`src/rtl/voter_pkg.sv`:
```
// Shared types and constants for the majority voter and its session controller.
package voter_pkg;

  typedef enum logic [1:0] {
    IDLE    = 2'd0,
    COLLECT = 2'd1,
    EVAL    = 2'd2,
    RESULT  = 2'd3
  } state_t;

  localparam logic [2:0] CAND_0     = 3'b001;
  localparam logic [2:0] CAND_1     = 3'b010;
  localparam logic [2:0] CAND_2     = 3'b100;
  localparam logic [2:0] ABSTAIN    = 3'b000;
  localparam int         NUM_VOTERS = 5;

  // Anything other than a single candidate bit counts as an abstention.
  function automatic logic [2:0] sanitize_ballot(input logic [2:0] b);
    logic [2:0] res;
    res = ABSTAIN;
    if (b == CAND_0 || b == CAND_1 || b == CAND_2) res = b;
    return res;
  endfunction

endpackage

```
`src/rtl/voter.sv`:
```
// Combinational five-input, three-candidate majority tally.
module voter
  import voter_pkg::*;
(
  input  logic [2:0] In_1,
  input  logic [2:0] In_2,
  input  logic [2:0] In_3,
  input  logic [2:0] In_4,
  input  logic [2:0] In_5,
  output logic [2:0] Out
);

  logic [2:0] w_c0;
  logic [2:0] w_c1;
  logic [2:0] w_c2;

  assign w_c0 = {2'b00, In_1[0]} + {2'b00, In_2[0]} + {2'b00, In_3[0]}
              + {2'b00, In_4[0]} + {2'b00, In_5[0]};
  assign w_c1 = {2'b00, In_1[1]} + {2'b00, In_2[1]} + {2'b00, In_3[1]}
              + {2'b00, In_4[1]} + {2'b00, In_5[1]};
  assign w_c2 = {2'b00, In_1[2]} + {2'b00, In_2[2]} + {2'b00, In_3[2]}
              + {2'b00, In_4[2]} + {2'b00, In_5[2]};

  // Ties fall through toward the higher candidate, so all-abstain selects CAND_2.
  always_comb begin
    Out = CAND_2;
    if (w_c0 > w_c1 && w_c0 > w_c2) Out = CAND_0;
    else if (w_c0 <= w_c1 && w_c1 > w_c2) Out = CAND_1;
  end

endmodule

```
`src/rtl/vote_session_ctrl.sv`:
```
// Voting-session sequencer: collects one ballot per channel within a timed window, then latches the majority winner.
module vote_session_ctrl
  import voter_pkg::*;
#(
  parameter int TIMEOUT = 255
) (
  input  logic       clk,
  input  logic       rst_n,
  input  logic       start,
  input  logic       Req_1,
  input  logic       Req_2,
  input  logic       Req_3,
  input  logic       Req_4,
  input  logic       Req_5,
  input  logic [2:0] In_1,
  input  logic [2:0] In_2,
  input  logic [2:0] In_3,
  input  logic [2:0] In_4,
  input  logic [2:0] In_5,
  output logic       Ack_1,
  output logic       Ack_2,
  output logic       Ack_3,
  output logic       Ack_4,
  output logic       Ack_5,
  input  logic       Res_ack,
  output logic       Busy,
  output logic       Done,
  output logic [2:0] Out,
  output logic [4:0] Voted,
  output logic       Timeout
);

  localparam int              TW         = (TIMEOUT < 1) ? 1 : $clog2(TIMEOUT + 1);
  localparam logic [TW-1:0]   TIMER_INIT = TW'(TIMEOUT);

  state_t                  r_state;
  state_t                  w_state_nxt;
  logic [TW-1:0]           r_timer;
  logic [NUM_VOTERS-1:0]   r_voted;
  logic [NUM_VOTERS-1:0]   r_ack;
  logic                    r_timeout;
  logic [2:0]              r_out;
  logic [2:0]              r_ballot [NUM_VOTERS];

  logic [2:0]              w_in [NUM_VOTERS];
  logic [NUM_VOTERS-1:0]   w_req;
  logic [NUM_VOTERS-1:0]   w_accept;
  logic [NUM_VOTERS-1:0]   w_voted_nxt;
  logic                    w_start;
  logic                    w_all_voted;
  logic                    w_timer_zero;
  logic [2:0]              w_winner;

  assign w_in[0] = In_1;
  assign w_in[1] = In_2;
  assign w_in[2] = In_3;
  assign w_in[3] = In_4;
  assign w_in[4] = In_5;
  assign w_req   = {Req_5, Req_4, Req_3, Req_2, Req_1};

  assign w_start      = (r_state == IDLE) && start;
  assign w_accept     = (r_state == COLLECT) ? (w_req & ~r_voted) : '0;
  assign w_voted_nxt  = r_voted | w_accept;
  assign w_all_voted  = &w_voted_nxt;
  assign w_timer_zero = (r_timer == '0);

  always_ff @(posedge clk or negedge rst_n) begin
    if (!rst_n) r_state <= IDLE;
    else        r_state <= w_state_nxt;
  end

  always_comb begin
    w_state_nxt = r_state;
    case (r_state)
      IDLE:    if (start) w_state_nxt = COLLECT;
      COLLECT: if (w_all_voted || w_timer_zero) w_state_nxt = EVAL;
      EVAL:    w_state_nxt = RESULT;
      RESULT:  if (Res_ack) w_state_nxt = IDLE;
      default: w_state_nxt = IDLE;
    endcase
  end

  // Session control: timer, voted mask, timeout flag, ack pulses and the latched winner.
  always_ff @(posedge clk or negedge rst_n) begin
    if (!rst_n) begin
      r_timer   <= '0;
      r_voted   <= '0;
      r_ack     <= '0;
      r_timeout <= 1'b0;
      r_out     <= ABSTAIN;
    end else begin
      r_ack <= w_accept;
      if (w_start) begin
        r_voted   <= '0;
        r_timeout <= 1'b0;
        r_timer   <= TIMER_INIT;
      end
      if (r_state == COLLECT) begin
        r_voted <= w_voted_nxt;
        if (w_timer_zero && !w_all_voted) r_timeout <= 1'b1;
        if (!w_timer_zero) r_timer <= r_timer - TW'(1);
      end
      if (r_state == EVAL) r_out <= w_winner;
    end
  end

  // Ballots are pure data; every session clears them on start before use.
  always_ff @(posedge clk) begin
    for (int k = 0; k < NUM_VOTERS; k++) begin
      if (w_start)          r_ballot[k] <= ABSTAIN;
      else if (w_accept[k]) r_ballot[k] <= sanitize_ballot(w_in[k]);
    end
  end

  voter u_voter (
    .In_1 (r_ballot[0]),
    .In_2 (r_ballot[1]),
    .In_3 (r_ballot[2]),
    .In_4 (r_ballot[3]),
    .In_5 (r_ballot[4]),
    .Out  (w_winner)
  );

  assign Ack_1   = r_ack[0];
  assign Ack_2   = r_ack[1];
  assign Ack_3   = r_ack[2];
  assign Ack_4   = r_ack[3];
  assign Ack_5   = r_ack[4];
  assign Busy    = (r_state != IDLE);
  assign Done    = (r_state == RESULT);
  assign Out     = r_out;
  assign Voted   = r_voted;
  assign Timeout = r_timeout;

endmodule

```
`config.mk`:
```
export PLATFORM = sky130hd
export DESIGN_NAME = vote_session_ctrl
export DESIGN_NICKNAME = d
export VERILOG_FILES = /design/src/rtl/voter_pkg.sv /design/src/rtl/voter.sv /design/src/rtl/vote_session_ctrl.sv
export SDC_FILE = /design/constraint.sdc
export NUM_CORES = 1
export LEC_CHECK = 0
export ABC_CLOCK_PERIOD_IN_PS = 7950
export BUFFER_PORTS_ARGS = -buffer_cell sky130_fd_sc_hd__clkbuf_2
export CAP_MARGIN = 20
export CORE_AREA = 2 2 69 71
export DETAILED_ROUTE_END_ITERATION = 16
export DIE_AREA = 0 0 71 73
export MAX_ROUTING_LAYER = met4
export PLACE_DENSITY = 0.74
export REMOVE_ABC_BUFFERS = 1
export SYNTH_ARGS = -nofsm -noshare
export SYNTH_HDL_FRONTEND = slang
export SYNTH_SLANG_ARGS = --single-unit
```
`constraint.sdc`:
```
create_clock -name clk -period 7.95 [get_ports clk]
set_clock_uncertainty 0.05 [all_clocks]
set_input_delay 0.795 -clock clk [delete_from_list [all_inputs] [get_ports clk]]
set_output_delay 0.795 -clock clk [all_outputs]
set_load 0.005 [all_outputs]
```
## After elaboration in Yosys (flattened, before gate mapping)

Memory sizes are Yosys's and may differ from the RTL's.
Index checks and enable logic that the tools add are counted.

- Add/subtract/negate cells: 13
- Order comparisons: 4
- Eq/ne operators: 21
- Muxes and demuxes: 52
- Bitwise gates (word level): 8
- Reductions and logical operators: 22

Operator list:

| kind | number |
|---|---|
| $mux W3 | 22 |
| $add A3 B1 Y3 | 9 |
| $mux W8 | 3 |
| $mux W1 | 20 |
| $eq A3 B1 Y1 const B | 5 |
| $eq A3 B2 Y1 const B | 5 |
| $eq A3 B3 Y1 const B | 5 |
| $mux W5 | 3 |
| $logic_or A1 B1 Y1 | 11 |
| $gt A3 B3 Y1 | 3 |
| $logic_not A8 Y1 | 1 |
| $pmux W2 S4 | 1 |
| $sub A8 B1 Y8 const B | 1 |
| $add A1 B1 Y2 | 3 |
| $mux W2 | 3 |
| $ne A2 B2 Y1 const B | 3 |
| $and A5 B5 Y5 | 1 |
| $not A5 Y5 | 1 |
| $or A1 B1 Y1 | 5 |
| $or A5 B5 Y5 | 1 |
| $reduce_and A5 Y1 | 1 |
| $eq A2 B2 Y1 const B | 2 |
| $logic_and A1 B1 Y1 | 4 |
| $reduce_bool A2 Y1 | 2 |
| 5 further kinds | 5 |

- Register bits after elaboration: 24
- RAM bits: 15
- Input port bits: 24
- Output and inout port bits: 16
- Memories kept: 1

Memories:

| name | words | bits a word | read ports | clocked after memory_dff | wr ports | RTL line | source |
|---|---|---|---|---|---|---|---|
| r_ballot | 5 | 3 | 5 | 0 | 5 | vote_session_ctrl.sv:43 | `logic [2:0] r_ballot [NUM_VOTERS];` |

## Logic depth before layout (Yosys ltp)

Gate-level depths: netlist of the first run.

- Word-level depth: 9
- Mapped depth: 14
- Gate-level depth less buffers: 14

## Cells and area by module

Synthesis of the first run repeated with hierarchy kept, for this count alone.

- Cells, all modules: 211
- Area, all modules: 2,287.2 µm²

Modules (own cells, without submodules):

| module | instances | cells an instance | area each (µm²) | sequential area each (µm²) |
|---|---|---|---|---|
| vote_session_ctrl | 1 | 154 | 1,831.8 | 1,051.0 |
| voter | 1 | 57 | 455.4 | 0.0 |

## Least setup slack after synthesis of the first run

No wires, ideal clock.

- Kind: reg-to-reg
- Start: memory r_ballot[1][0]
- End: register r_out[2], in the netlist Out[2]
- Data arrival time: 2.829 ns
- Data required time: 7.777 ns
- Path slack: 4.948 ns
- Stages on the path, launching flop included: 15
- Buffers on the path: 0
- Cells stage by stage: edfxtp_1 ha_1 inv_1 fa_1 inv_1 ha_1 inv_1 fa_1 inv_1 ha_1 nor2b_1 o21ai_0 a32oi_1 o2111ai_1 o221a_2

RTL lines:

| what | RTL line | source |
|---|---|---|
| start, declared | vote_session_ctrl.sv:43 |  |
| end signal, assigned | vote_session_ctrl.sv:103 | `if (r_state == EVAL) r_out <= w_winner;` |
| end, declared | vote_session_ctrl.sv:42 | `logic [2:0] r_out;` |

==> results of run 1 <==
[power groups by stage]
stage          Sequential (mW)  Clock [mW]  Combinational (mW)
6_report                 0.322       0.129               0.571
3_3_place_gp             0.324           0               0.542
3_5_place_dp             0.325           0               0.569
4_1_cts                  0.321       0.132               0.571
2_1_floorplan            0.317           0               0.419
5_1_grt                  0.329       0.141               0.648
[layout make-up]
cell class                      instances  area, sq um
Clock buffer                            6         72.6
Fill cell                             388         1940
Timing Repair Buffer                   39          195
Tap cell                               54         67.6
Multi-Input combinational cell        135         1070
Sequential cell                        39         1050
Clock inverter                          2         12.5
Inverter                               33          124
[sequential cells by signal, indices dropped and copies added, names as in the netlist]
signal,cells
Out,3
Timeout,1
Voted,5
r_ack,5
r_ballot,15
r_state,2
r_timer,8
[metrics by stage]
stage / power [mW] / util [%] / hold slack, ns / setup WS (ns)
2_1_floorplan: 0.736 / - / 0.440 / 4.95
3_3_place_gp: 0.866 / 55.3 / 0.459 / 4.86
3_5_place_dp: 0.894 / 55.3 / 0.467 / 4.69
4_1_cts: 1.02 / 57.2 / 0.466 / 4.69
5_1_grt: 1.12 / 57.2 / 0.491 / 4.46
6_report: 1.02 / 57.2 / 0.447 / 4.67
[critical path, delay by kind of cell (launching register included)]
| family | cells | cell delay [ns] |
|---|---|---|
| fa+ha+maj | 5 | 1.65 |
| compound gates | 4 | 0.73 |
| flops | 1 | 0.37 |
| buf+inv | 4 | 0.25 |
| simple gates | 1 | 0.13 |
[logic make-up after synthesis]
group / synth area share, %
and+or+nand+nor: 18.4
buffers and inverters: 6.66
adders and majority gates: 16.3
AOI/OAI and AO/OA: 8.81
xor gates and xnor gates: 1.16
DFF: 46.3
muxes: 2.37
[final timing paths]
kind	from	endpoint	slack (ns)	depth (start not counted)
max	r_ballot[1][0]	Out[2]	4.67	14
min	rst_n	Voted[1]	0.45	1
max reg2reg	r_ballot[1][0]	Out[2]	4.67	14
min reg2reg	Timeout	Timeout	0.48	1
max in group asynchronous	rst_n	r_ack[3]	6.99	1
min in group clk	Timeout	Timeout	0.48	1
[per-layer routing]
metal | global-route usage [%] | up-vias | wire (um)
met4 | 6.71 | 0 | 93
met2 | 29.2 | 28 | 2140
met3 | 4.97 | 10 | 152
met1 | 22.2 | 819 | 1920
li1 | - | 821 | -
met5 | - | - | 0
[cell usage after synthesis]
| library cell | n | share of area (%) |
|---|---|---|
| o2111ai_1 | 1 | 0.39 |
| and2_1 | 1 | 0.28 |
| nand3_1 | 3 | 0.66 |
| nor3_2 | 2 | 0.88 |
| mux2i_1 | 2 | 0.88 |
| o221a_2 | 1 | 0.50 |
| o22ai_1 | 2 | 0.55 |
| edfxtp_1 | 15 | 20 |
| o21a_1 | 2 | 0.66 |
| dfrtp_1 | 24 | 26 |
| mux2_2 | 3 | 1.5 |
| nor4b_1 | 15 | 5.8 |
| a31oi_1 | 2 | 0.55 |
| ha_1 | 20 | 11 |
| nor3b_1 | 5 | 1.7 |
| a211o_1 | 1 | 0.39 |
| xor2_1 | 2 | 0.77 |
| and3_1 | 1 | 0.28 |
| a21oi_2 | 1 | 0.39 |
| fa_1 | 6 | 5.3 |
| o21ai_0 | 5 | 1.1 |
| or3_1 | 1 | 0.28 |
| or3b_2 | 1 | 0.39 |
| clkbuf_1 | 3 | 0.50 |
| nor4b_2 | 1 | 0.66 |
| buf_2 | 1 | 0.22 |
| nor4_1 | 1 | 0.28 |
| o22a_1 | 1 | 0.39 |
| a22o_1 | 1 | 0.39 |
| xnor2_1 | 1 | 0.39 |
| o211ai_1 | 1 | 0.33 |
| inv_1 | 33 | 5.5 |
| a41oi_1 | 1 | 0.39 |
| nand2_1 | 13 | 2.1 |
| nor2_1 | 16 | 2.6 |
| nor3_1 | 4 | 0.88 |
| or2_2 | 5 | 1.4 |
| buf_6 | 1 | 0.50 |
| nor2b_1 | 1 | 0.28 |
| a32oi_1 | 1 | 0.39 |
| a21oi_1 | 11 | 2.4 |
==> results by group, run 1 <==
Floorplanning
  – Initial Util: 50.1%
  – Die span in x: 71 um
  – Die H: 73 um
  – Core area: 4540 sq um
  – Row cnt: 25
  – Die area: 5180 sq um
  – # IOs: 40

GRT
  – First-pass GRT wire length: 7010 um
  – Global route overflow: 0
  – Initial antenna violation count: 0
  – Vias in the first global route: 1,543
  – Largest net degree at the start of global routing: 25
  – Overall Global Routing Usage: 18.2%

Timing
  – Final period utilization: 41.3%
  – Min Clock Period, post-route: 3.28 ns
  – Unrepaired setup endpoints after global routing: no
  – Max-slew headroom: 58.6%
  – Setup-failing EPs final: 0
  – Max-slew violations: 0
  – Max Clk Rate: 0.304 GHz
  – Final Hold Viols: 0
  – Least-Margin Pin Slew: 0.622 ns
  – Setup TNS: 0 ns

Critical path
  – Kind of critical path: reg2reg
  – Crit path cell chain: ha_1, inv_1, fa_1, inv_1, ha_1, inv_1, fa_1, inv_1, ha_1, nor2b_1, o21ai_0, a32oi_1, o2111ai_1, o221a_2
  – Crit start category: flip-flop
  – Crit path largest cell delay: 0.53 ns
  – Critical-path maximum fanout: 3
  – Slowest CP cell: fa_1
  – Arr. time, crit path: 3.42 ns
  – CP endpoint kind: flip-flop
  – Req. time, crit path: 8.09 ns
  – Most used cell, CP: inv_1

Power and ir drop
  – Psw: 0.435 mW
  – Clock Power Share: 12.7%
  – Power Dens Cells: 394 nW/um^2
  – Net Sw Frac: 42.6%
  – Combinational share of power: 55.9%
  – Leak Pwr: 1.18 nW
  – P_int: 0.587 mW
  – Max VDD drop: 0.163 mV
  – Sequential share of power: 31.5%

Clocking
  – # resized after CTS: 0
  – CTS tree: yes
  – Post-CTS setup buffers: 0
  – # hold bufs at CTS: 0
  – H-tree levels: 2
  – CTS root buffer: clkbuf_8
  – Clk slew on worst S/H paths: 0.08 ns
  – CTS Buffer Depth: 2
  – Worst skew pair latency: 0.29 ns
  – Num CTS Buffers: 5
  – Clk sinks: 39

Place
  – GP Congestion: 0.831
  – IO buf count: 39
  – Area after detailed placement: 2510 sq um
  – Dpl cells: 300
  – DP HPWL: 3320 um

Synth
  – Ys Warns: 0
  – #FFs+latches synth: 39
  – Sequential fraction of the synthesis area: 46.3%
  – Cell count after synthesis: 212
  – Synth cell types: 41
  – Mapped cell area: 2270 sq um
  – Mapped Avg Cell Area: 10.7 sq um

Detailed routing
  – Vias: 1,678
  – Drt via density: 5.45
  – First drt pass iteration count: 4
  – Number of nets with antenna violations after routing: 0
  – Initial DRC Count: 57
  – Routed length per instance: 14.0 um
  – WL final: 4300 um
  – DRC: 0

Final layout
  – Fin cells: 308
  – Antenna Cells: 0
  – Share of cells above drive strength 1: 23.6%
  – Total Nets Final: 303
  – Area grow syn2layout: 14.1%
  – Most common cell after layout, fill and taps aside: clkbuf_2
  – Most frequent cells in the layout: clkbuf_2, inv_1, dfrtp_1
  – Fin area: 2590 sq um

Status
  – Status: finished clean

Worst hold path
  – Min-delay worst type: in2async

Job
  – Max-cap violations: 0
Power figures use the tool's default switching activity.
==> run 2: changes to the inputs <==
--- a/config.mk
+++ b/config.mk
@@ -5,14 +5,15 @@
 export SDC_FILE = /design/constraint.sdc
 export NUM_CORES = 1
 export LEC_CHECK = 0
-export ABC_CLOCK_PERIOD_IN_PS = 7950
+export ABC_AREA = 1
+export ABC_CLOCK_PERIOD_IN_PS = 2800
 export BUFFER_PORTS_ARGS = -buffer_cell sky130_fd_sc_hd__clkbuf_2
 export CAP_MARGIN = 20
-export CORE_AREA = 2 2 69 71
+export CORE_AREA = 2 2 74 76
 export DETAILED_ROUTE_END_ITERATION = 16
-export DIE_AREA = 0 0 71 73
+export DIE_AREA = 0 0 76 78
 export MAX_ROUTING_LAYER = met4
-export PLACE_DENSITY = 0.74
+export PLACE_DENSITY = 0.73
 export REMOVE_ABC_BUFFERS = 1
 export SYNTH_ARGS = -nofsm -noshare
 export SYNTH_HDL_FRONTEND = slang
==> constraint.sdc (replaced) <==
create_clock -name clk -period 2.8 [get_ports clk]
set_clock_uncertainty 0.05 [all_clocks]
set_input_delay 0.28 -clock clk [delete_from_list [all_inputs] [get_ports clk]]
set_output_delay 0.28 -clock clk [all_outputs]
set_load 0.005 [all_outputs]
==> results by group, run 2 <==
Timing
  – PnR worst setup slack: -0.00131 ns (-4.67 ns)
  – WHS: 0.189 ns (-0.258 ns)
  – Setup-failing EPs final: 1 (+1)
  – Max-slew violations: 0 (unchanged)
  – Least-Margin Pin Slew: 0.640 ns (+0.0186 ns)
  – Final Hold Viols: 0 (unchanged)
  – Unrepaired setup endpoints after global routing: yes
  – Min Clock Period, post-route: 2.80 ns (-0.483 ns)
  – Max-slew headroom: 57.3% (-1.2 points)
  – Final period utilization: 100% (+59 points)
  – Max Clk Rate: 0.357 GHz (+17%)

Power and ir drop
  – Design Power: 3.64 mW (+260%)
  – Power Dens Cells: 1230 nW/um^2 (+210%)
  – Max VDD drop: 0.680 mV (+320%)
  – Leak Pwr: 1.63 nW (+39%)

Detailed routing
  – Routed length per instance: 11.3 um (-19%)
  – Vias: 1,950 (+16%)
  – DRC: 0 (unchanged)
  – Initial DRC Count: 47 (-18%)
  – Number of nets with antenna violations after routing: 0 (unchanged)
  – Drt via density: 4.68 (-14%)
  – First drt pass iteration count: 4 (unchanged)
  – WL final: 4710 um (+9.5%)

Floorplanning
  – Die span in x: 76 um (+7.0%)
  – Die H: 78 um (+6.8%)
  – Initial Util: 49.7% (-0.44 points)
  – # IOs: 40 (unchanged)
  – Row cnt: 26 (+4.0%)
  – Core area: 5040 sq um (+11%)
  – Die area: 5930 sq um (+14%)

Final layout
  – Total Nets Final: 396 (+31%)
  – Fin cells: 417 (+35%)
  – Util after Layout: 58.5% (+1.4 points)
  – Max reg flops: 15 (unchanged)
  – Antenna Cells: 0 (unchanged)
  – Filler cells: 471 (+21%)
  – Area grow syn2layout: 17.8%
  – Most common cell after layout, fill and taps aside: inv_1
  – Biggest regs: r_ballot: 15 flops, r_timer: 8 flops
  – Share of cells above drive strength 1: 22.2% (-1.4 points)
  – Reg with most FFs: r_ballot
  – Most frequent cells in the layout: inv_1, nand2_1, clkbuf_2

Synth
  – Synth cell count leaders: inv_1, nand2_1, nor2_1, dfrtp_1, ha_1
  – Synth cell types: 29 (-29%)
  – #FFs+latches synth: 39 (unchanged)
  – Post-synth top area cell: dfrtp_1
  – Ys Warns: 0 (unchanged)
  – Mapped Avg Cell Area: 8.37 sq um (-22%)
  – Cell count after synthesis: 299 (+41%)
  – Primary FF master, synth: dfrtp_1
  – Count leader, synth: inv_1
  – Sequential fraction of the synthesis area: 42.0% (-4.3 points)
  – Mapped cell area: 2500 sq um (+10%)
  – Synth async-reset ratio: 61.5% (unchanged)
  – Synth top area cells: dfrtp_1, edfxtp_1, inv_1
  – Number of flops mapped to enable cells by yosys: 15 (unchanged)
  – Post-synth top area share: 24.0% (-2.4 points)

Clocking
  – Clk slew on worst S/H paths: 0.08 ns (about the same)
  – Clk sinks: 39 (unchanged)
  – Num CTS Buffers: 5 (unchanged)
  – Worst skew pair latency: 0.29 ns (about the same)
  – CTS root buffer: clkbuf_8
  – Post-CTS setup buffers: 0 (unchanged)
  – CTS Buffer Depth: 2 (unchanged)
  – CTS tree: yes
  – H-tree levels: 2 (unchanged)

Critical path
  – Crit path largest cell delay: 0.47 ns (-0.06 ns)
  – Arr. time, crit path: 2.95 ns (-0.47 ns)
  – Slowest CP cell: fa_1
  – Critical-path maximum fanout: 2 (-1)
  – Most used cell, CP: inv_1
  – Kind of critical path: reg2reg
  – Crit path cell chain: ha_1, inv_1, fa_1, inv_1, ha_1, inv_1, fa_1, ha_4, nand3b_1, nand2_1, nand2_2, inv_2, nand3_2, nand3_2, nand2_1
  – Crit start category: flip-flop
  – CP endpoint kind: flip-flop
  – Req. time, crit path: 2.95 ns (-5.14 ns)

GRT
  – Vias in the first global route: 2,039 (+32%)
  – Global route overflow: 0 (unchanged)
  – Largest net degree at the start of global routing: 25 (unchanged)
  – First-pass GRT wire length: 8460 um (+21%)
  – Initial antenna violation count: 0 (unchanged)
  – Overall Global Routing Usage: 18.2% (about the same)

Worst hold path
  – Min-delay worst type: in2reg

Place
  – Dpl cells: 408 (+36%)
  – GP Congestion: 0.866 (+4.3%)
  – Pre-CTS WS: -0.0516 ns (-4.75 ns)
  – IO buf count: 39 (unchanged)
  – DP HPWL: 3790 um (+14%)

Job
  – Max-cap violations: 0 (unchanged)

Status
  – Failing checks: setup timing
  – Status: finished with violations
-- run 2: changes by cell type after synthesis, sizes merged, moves of 3 or more --
cell,change
nand2,+42
inv,+41
nor2,+21
nand3,+17
nor4b,-16
o21ai,+16
nand4,+5
nor3b,-5
a21oi,-4
or2,-4
clkbuf,-3
mux2,-3
-- run 2: final timing paths --
| kind | endpoint | depth (start not counted) | slack [ns] | start |
|---|---|---|---|---|
| worst min-delay path | Voted[3] | 3 | 0.19 | Req_4 |
| worst min register to register | Timeout | 2 | 0.45 | Timeout |
| worst max register to register | Out[2] | 15 | -0.001 | r_ballot[0][1] |
| worst max-delay path | Out[2] | 15 | -0.001 | r_ballot[0][1] |
| min in group asynchronous | Voted[1] | 2 | 0.48 | rst_n |
| max in group asynchronous | r_timer[0] | 2 | 1.78 | rst_n |
-- run 2: logic make-up after synthesis --
family	Yosys count	synth area share (%)
DFF	39	42.0
AOI/OAI and AO/OA	31	6.80
and+or+nand+nor	125	24.1
buffers and inverters	77	12.0
adders and majority gates	26	14.8
xor gates and xnor gates	1	0.350
-- run 2: layer usage --
metal,routed length [um],GRT usage [%],vias to the layer above
li1,-,-,1024
met1,2000,19.8,894
met2,2520,33.4,24
met3,118,3.72,8
met4,70,5.82,0
met5,0,-,-
-- run 2: area by class of cell --
type / count / area (sq um) / share of cell area, %
repair buffers: 42 / 220 / 7.46
multi-input cells: 183 / 1200 / 40.8
clock buffers: 6 / 93.8 / 3.18
clock inverters: 2 / 13.8 / 0.466
inverters: 75 / 282 / 9.54
flip-flops and latches: 39 / 1050 / 35.6
well taps: 70 / 87.6 / 2.97
-- run 2: worst max-delay path, delay by kind of cell (launching register included) --
family	cells	cell delay, ns
buffers and inverters	4	0.19
DFF	1	0.38
adders and majority gates	5	1.66
and+or+nand+nor	6	0.42
-- run 2: stage by stage --
stage | cell area [sq um] | TNS [ns]
3_5_place_dp | 2780 | -0.110
6_report | 2950 | -0.00131
3_3_place_gp | 2780 | 0
5_1_grt | 2950 | -0.391
2_1_floorplan | 2480 | 0
4_1_cts | 2920 | -0.0307
-- run 2: what timing repair did --
item	4_1_cts	5_1_grt
pin swaps	1	2
hold buffers	1	0
hold endpoints to repair	24	0
resized for setup	6	6
setup endpoints to repair	3	3
-- run 2: where the power goes --
group / switching [mW] / internal [mW]
registers: 0.105 / 0.808
clock network: 0.205 / 0.229
logic: 1.36 / 0.926
==> run 3: changes to the inputs <==
--- a/config.mk
+++ b/config.mk
@@ -6,15 +6,16 @@
 export NUM_CORES = 1
 export LEC_CHECK = 0
 export ABC_AREA = 1
-export ABC_CLOCK_PERIOD_IN_PS = 2800
+export ABC_CLOCK_PERIOD_IN_PS = 2650
 export BUFFER_PORTS_ARGS = -buffer_cell sky130_fd_sc_hd__clkbuf_2
 export CAP_MARGIN = 20
-export CORE_AREA = 2 2 74 76
+export CORE_AREA = 2 2 72 74
 export DETAILED_ROUTE_END_ITERATION = 16
-export DIE_AREA = 0 0 76 78
+export DIE_AREA = 0 0 74 76
 export MAX_ROUTING_LAYER = met4
-export PLACE_DENSITY = 0.73
+export PLACE_DENSITY = 0.74
 export REMOVE_ABC_BUFFERS = 1
+export SKIP_LAST_GASP = 1
 export SYNTH_ARGS = -nofsm -noshare
 export SYNTH_HDL_FRONTEND = slang
 export SYNTH_SLANG_ARGS = --single-unit
==> constraint.sdc (replaced) <==
create_clock -name clk -period 2.65 [get_ports clk]
set_clock_uncertainty 0.05 [all_clocks]
set_input_delay 0.265 -clock clk [delete_from_list [all_inputs] [get_ports clk]]
set_output_delay 0.265 -clock clk [all_outputs]
set_load 0.005 [all_outputs]
==> results by group, run 3 (synthesized netlist as in run 2, its figures left out) <==
Floorplanning
  – Core area: 4910 sq um (-2.6%)
  – Die area: 5620 sq um (-5.1%)
  – Initial Util: 51.0% (+1.3 points)
  – Die span in x: 74 um (-2.6%)
  – # IOs: 40 (unchanged)
  – Die H: 76 um (-2.6%)
  – Row cnt: 26 (unchanged)

Final layout
  – Max reg flops: 15 (unchanged)
  – Most frequent cells in the layout: inv_1, nand2_1, clkbuf_2
  – Total Nets Final: 397 (+0.25%)
  – Most common cell after layout, fill and taps aside: inv_1
  – Reg with most FFs: r_ballot
  – Share of cells above drive strength 1: 21.0% (-1.2 points)
  – Antenna Cells: 0 (unchanged)
  – Register area: 1050 sq um (unchanged)
  – Util after Layout: 59.4% (+0.94 points)
  – Filler cells: 450 (-4.5%)
  – Area of the multi-input gates: 1190 sq um (-1.0%)
  – Biggest regs: r_ballot: 15 flops, r_timer: 8 flops
  – Area grow syn2layout: 16.6%

Detailed routing
  – DR WL met3: 131 um (+11%)
  – WL final: 4660 um (-1.0%)
  – First drt pass iteration count: 4 (unchanged)
  – Routed length per instance: 11.1 um (-1.3%)
  – Vias: 2,012 (+3.2%)
  – Drt via density: 4.81 (+2.9%)
  – DRC: 0 (unchanged)
  – Met1 wire length: 2010 um (+0.75%)
  – Top layer in use: met4
  – Metal2 WL: 2440 um (-3.3%)
  – Number of nets with antenna violations after routing: 0 (unchanged)
  – Initial DRC Count: 70 (+49%)

Status
  – Status: finished with violations
  – Failing checks: setup timing

Clocking
  – Num CTS Buffers: 5 (unchanged)
  – CTS root buffer: clkbuf_8
  – Worst skew pair latency: 0.29 ns (about the same)
  – Clk sinks: 39 (unchanged)
  – Clk slew on worst S/H paths: 0.07 ns (about the same)
  – CTS Buffer Depth: 2 (unchanged)
  – CTS tree: yes
  – H-tree levels: 2 (unchanged)

Critical path
  – Crit path capture: Out[2]
  – Crit start category: flip-flop
  – Arr. time, crit path: 2.93 ns (-0.02 ns)
  – Most used cell, CP: inv_1
  – Flop-to-flop setup slack: -0.15 ns (-0.15 ns)
  – Crit path cell chain: ha_1, inv_1, fa_1, inv_1, ha_1, inv_1, fa_1, ha_4, nand3b_1, nand2_1, nand2_2, inv_2, nand3_2, nand3_1, nand2_1
  – Reg2Reg Depth: 15 (unchanged)
  – CP endpoint kind: flip-flop
  – Crit path largest cell delay: 0.47 ns (about the same)
  – Launch point of the critical path: r_ballot[1][1]
  – Req. time, crit path: 2.78 ns (-0.17 ns)
  – RR Startpoint: r_ballot[1][1]
  – Worst r2r dst: Out[2]
  – Slowest CP cell: fa_1
  – Kind of critical path: reg2reg
  – Critical-path maximum fanout: 2 (unchanged)

Timing
  – Setup-failing EPs final: 3 (+2)
  – WHS: 0.192 ns (+0.00248 ns)
  – Unrepaired setup endpoints after global routing: yes
  – Final period utilization: 106% (+5.6 points)
  – Least-Margin Pin Slew: 0.624 ns (-0.0161 ns)
  – Max Clk Rate: 0.357 GHz (about the same)
  – Max-slew headroom: 58.4% (+1.1 points)
  – PnR worst setup slack: -0.150 ns (-0.149 ns)
  – Final Hold Viols: 0 (unchanged)
  – Min Clock Period, post-route: 2.80 ns (-0.000913 ns)
  – Max-slew violations: 0 (unchanged)

Place
  – IO buf count: 39 (unchanged)
  – Pre-CTS WS: -0.241 ns (-0.189 ns)
  – DP HPWL: 3580 um (-5.6%)
  – GP Congestion: 0.863 (-0.42%)

Power and ir drop
  – Power Dens Cells: 1280 nW/um^2 (+3.7%)
  – Design Power: 3.73 mW (+2.7%)
  – Max VDD drop: 0.902 mV (+33%)
  – Leak Pwr: 1.62 nW (-0.70%)

GRT
  – First-pass GRT wire length: 8160 um (-3.6%)
  – Vias in the first global route: 1,993 (-2.3%)
  – Overall Global Routing Usage: 19.1% (+0.89 points)
  – Largest net degree at the start of global routing: 25 (unchanged)
  – Global route overflow: 0 (unchanged)
  – Initial antenna violation count: 0 (unchanged)

Worst hold path
  – Min-delay worst type: in2reg
  – Hold path start: Req_4

Job
  – Max-cap violations: 0 (unchanged)
==> run 3: cell count changes in the layout (fill, tap and decap cells not counted) <==
| cell | before | now |
|---|---|---|
| a21oi_1 | 7 | 8 |
| a21oi_2 | 1 | 0 |
| buf_4 | 2 | 3 |
| clkbuf_16 | 1 | 0 |
| clkinv_1 | 1 | 3 |
| clkinv_2 | 1 | 0 |
| clkinv_4 | 1 | 0 |
| inv_4 | 0 | 1 |
| nand3_1 | 16 | 17 |
| nand3_2 | 4 | 3 |
| o21ai_1 | 4 | 5 |
| o21ai_2 | 1 | 0 |
==> run 3: metal layers <==
layer / vias to the layer above / global-route usage (%)
met3: 9 / 3.44
met4: 0 / 6.55
met2: 32 / 32.9
met1: 945 / 21.8
li1: 1026 / -
met5: - / -
==> run 3: area by class of cell <==
cell class	count	area share, %
sequential	39	36.0
timing repair buffer	43	7.80
tap	70	3.00
clock inverter	3	0.471
multi-input combinational	183	40.7
clock buffer	5	2.36
inverter	75	9.64
==> run 3: worst max-delay path, delay by kind of cell (launching register included) <==
family	cells	cell delay [ns]
adders and majority gates	5	1.68
and+or+nand+nor	6	0.39
DFF	1	0.37
buffers and inverters	4	0.19
==> run 3: through the flow <==
stage	instance area, sq um	setup TNS [ns]	cells
floorplan	2480	-0.0881	297
global placement	2780	-0.300	407
detailed placement	2780	-0.633	407
CTS	2920	-0.413	418
global route	2920	-0.964	418
finish	2920	-0.349	418
==> run 3: timing repair <==
item / CTS / global route
gates resized for setup: 9 / 0
hold buffers: 1 / 0
cloned: 0 / 0
buffers inserted: 2 / 0
setup endpoints to repair: 3 / 3
hold endpoints to repair: 24 / 0
pin swaps: 5 / 1
==> run 3: report_power, final <==
group	switching, mW	total [mW]	leakage (nW)	internal (mW)
clock	0.210	0.390	0.0435	0.180
combinational	1.41	2.38	1.15	0.970
sequential	0.107	0.961	0.424	0.854
==> run 3: worst min-delay path by stage <==
stage / end / slack, ns / cells after the start
after detailed placement: Voted[4] / 0.26 / 1
after CTS: Voted[3] / 0.19 / 3
after global routing: Voted[0] / 0.19 / 3
after global placement: Voted[1] / 0.26 / 1
final: Voted[3] / 0.19 / 3
after floorplan: Out[0] / -0.08 / 0
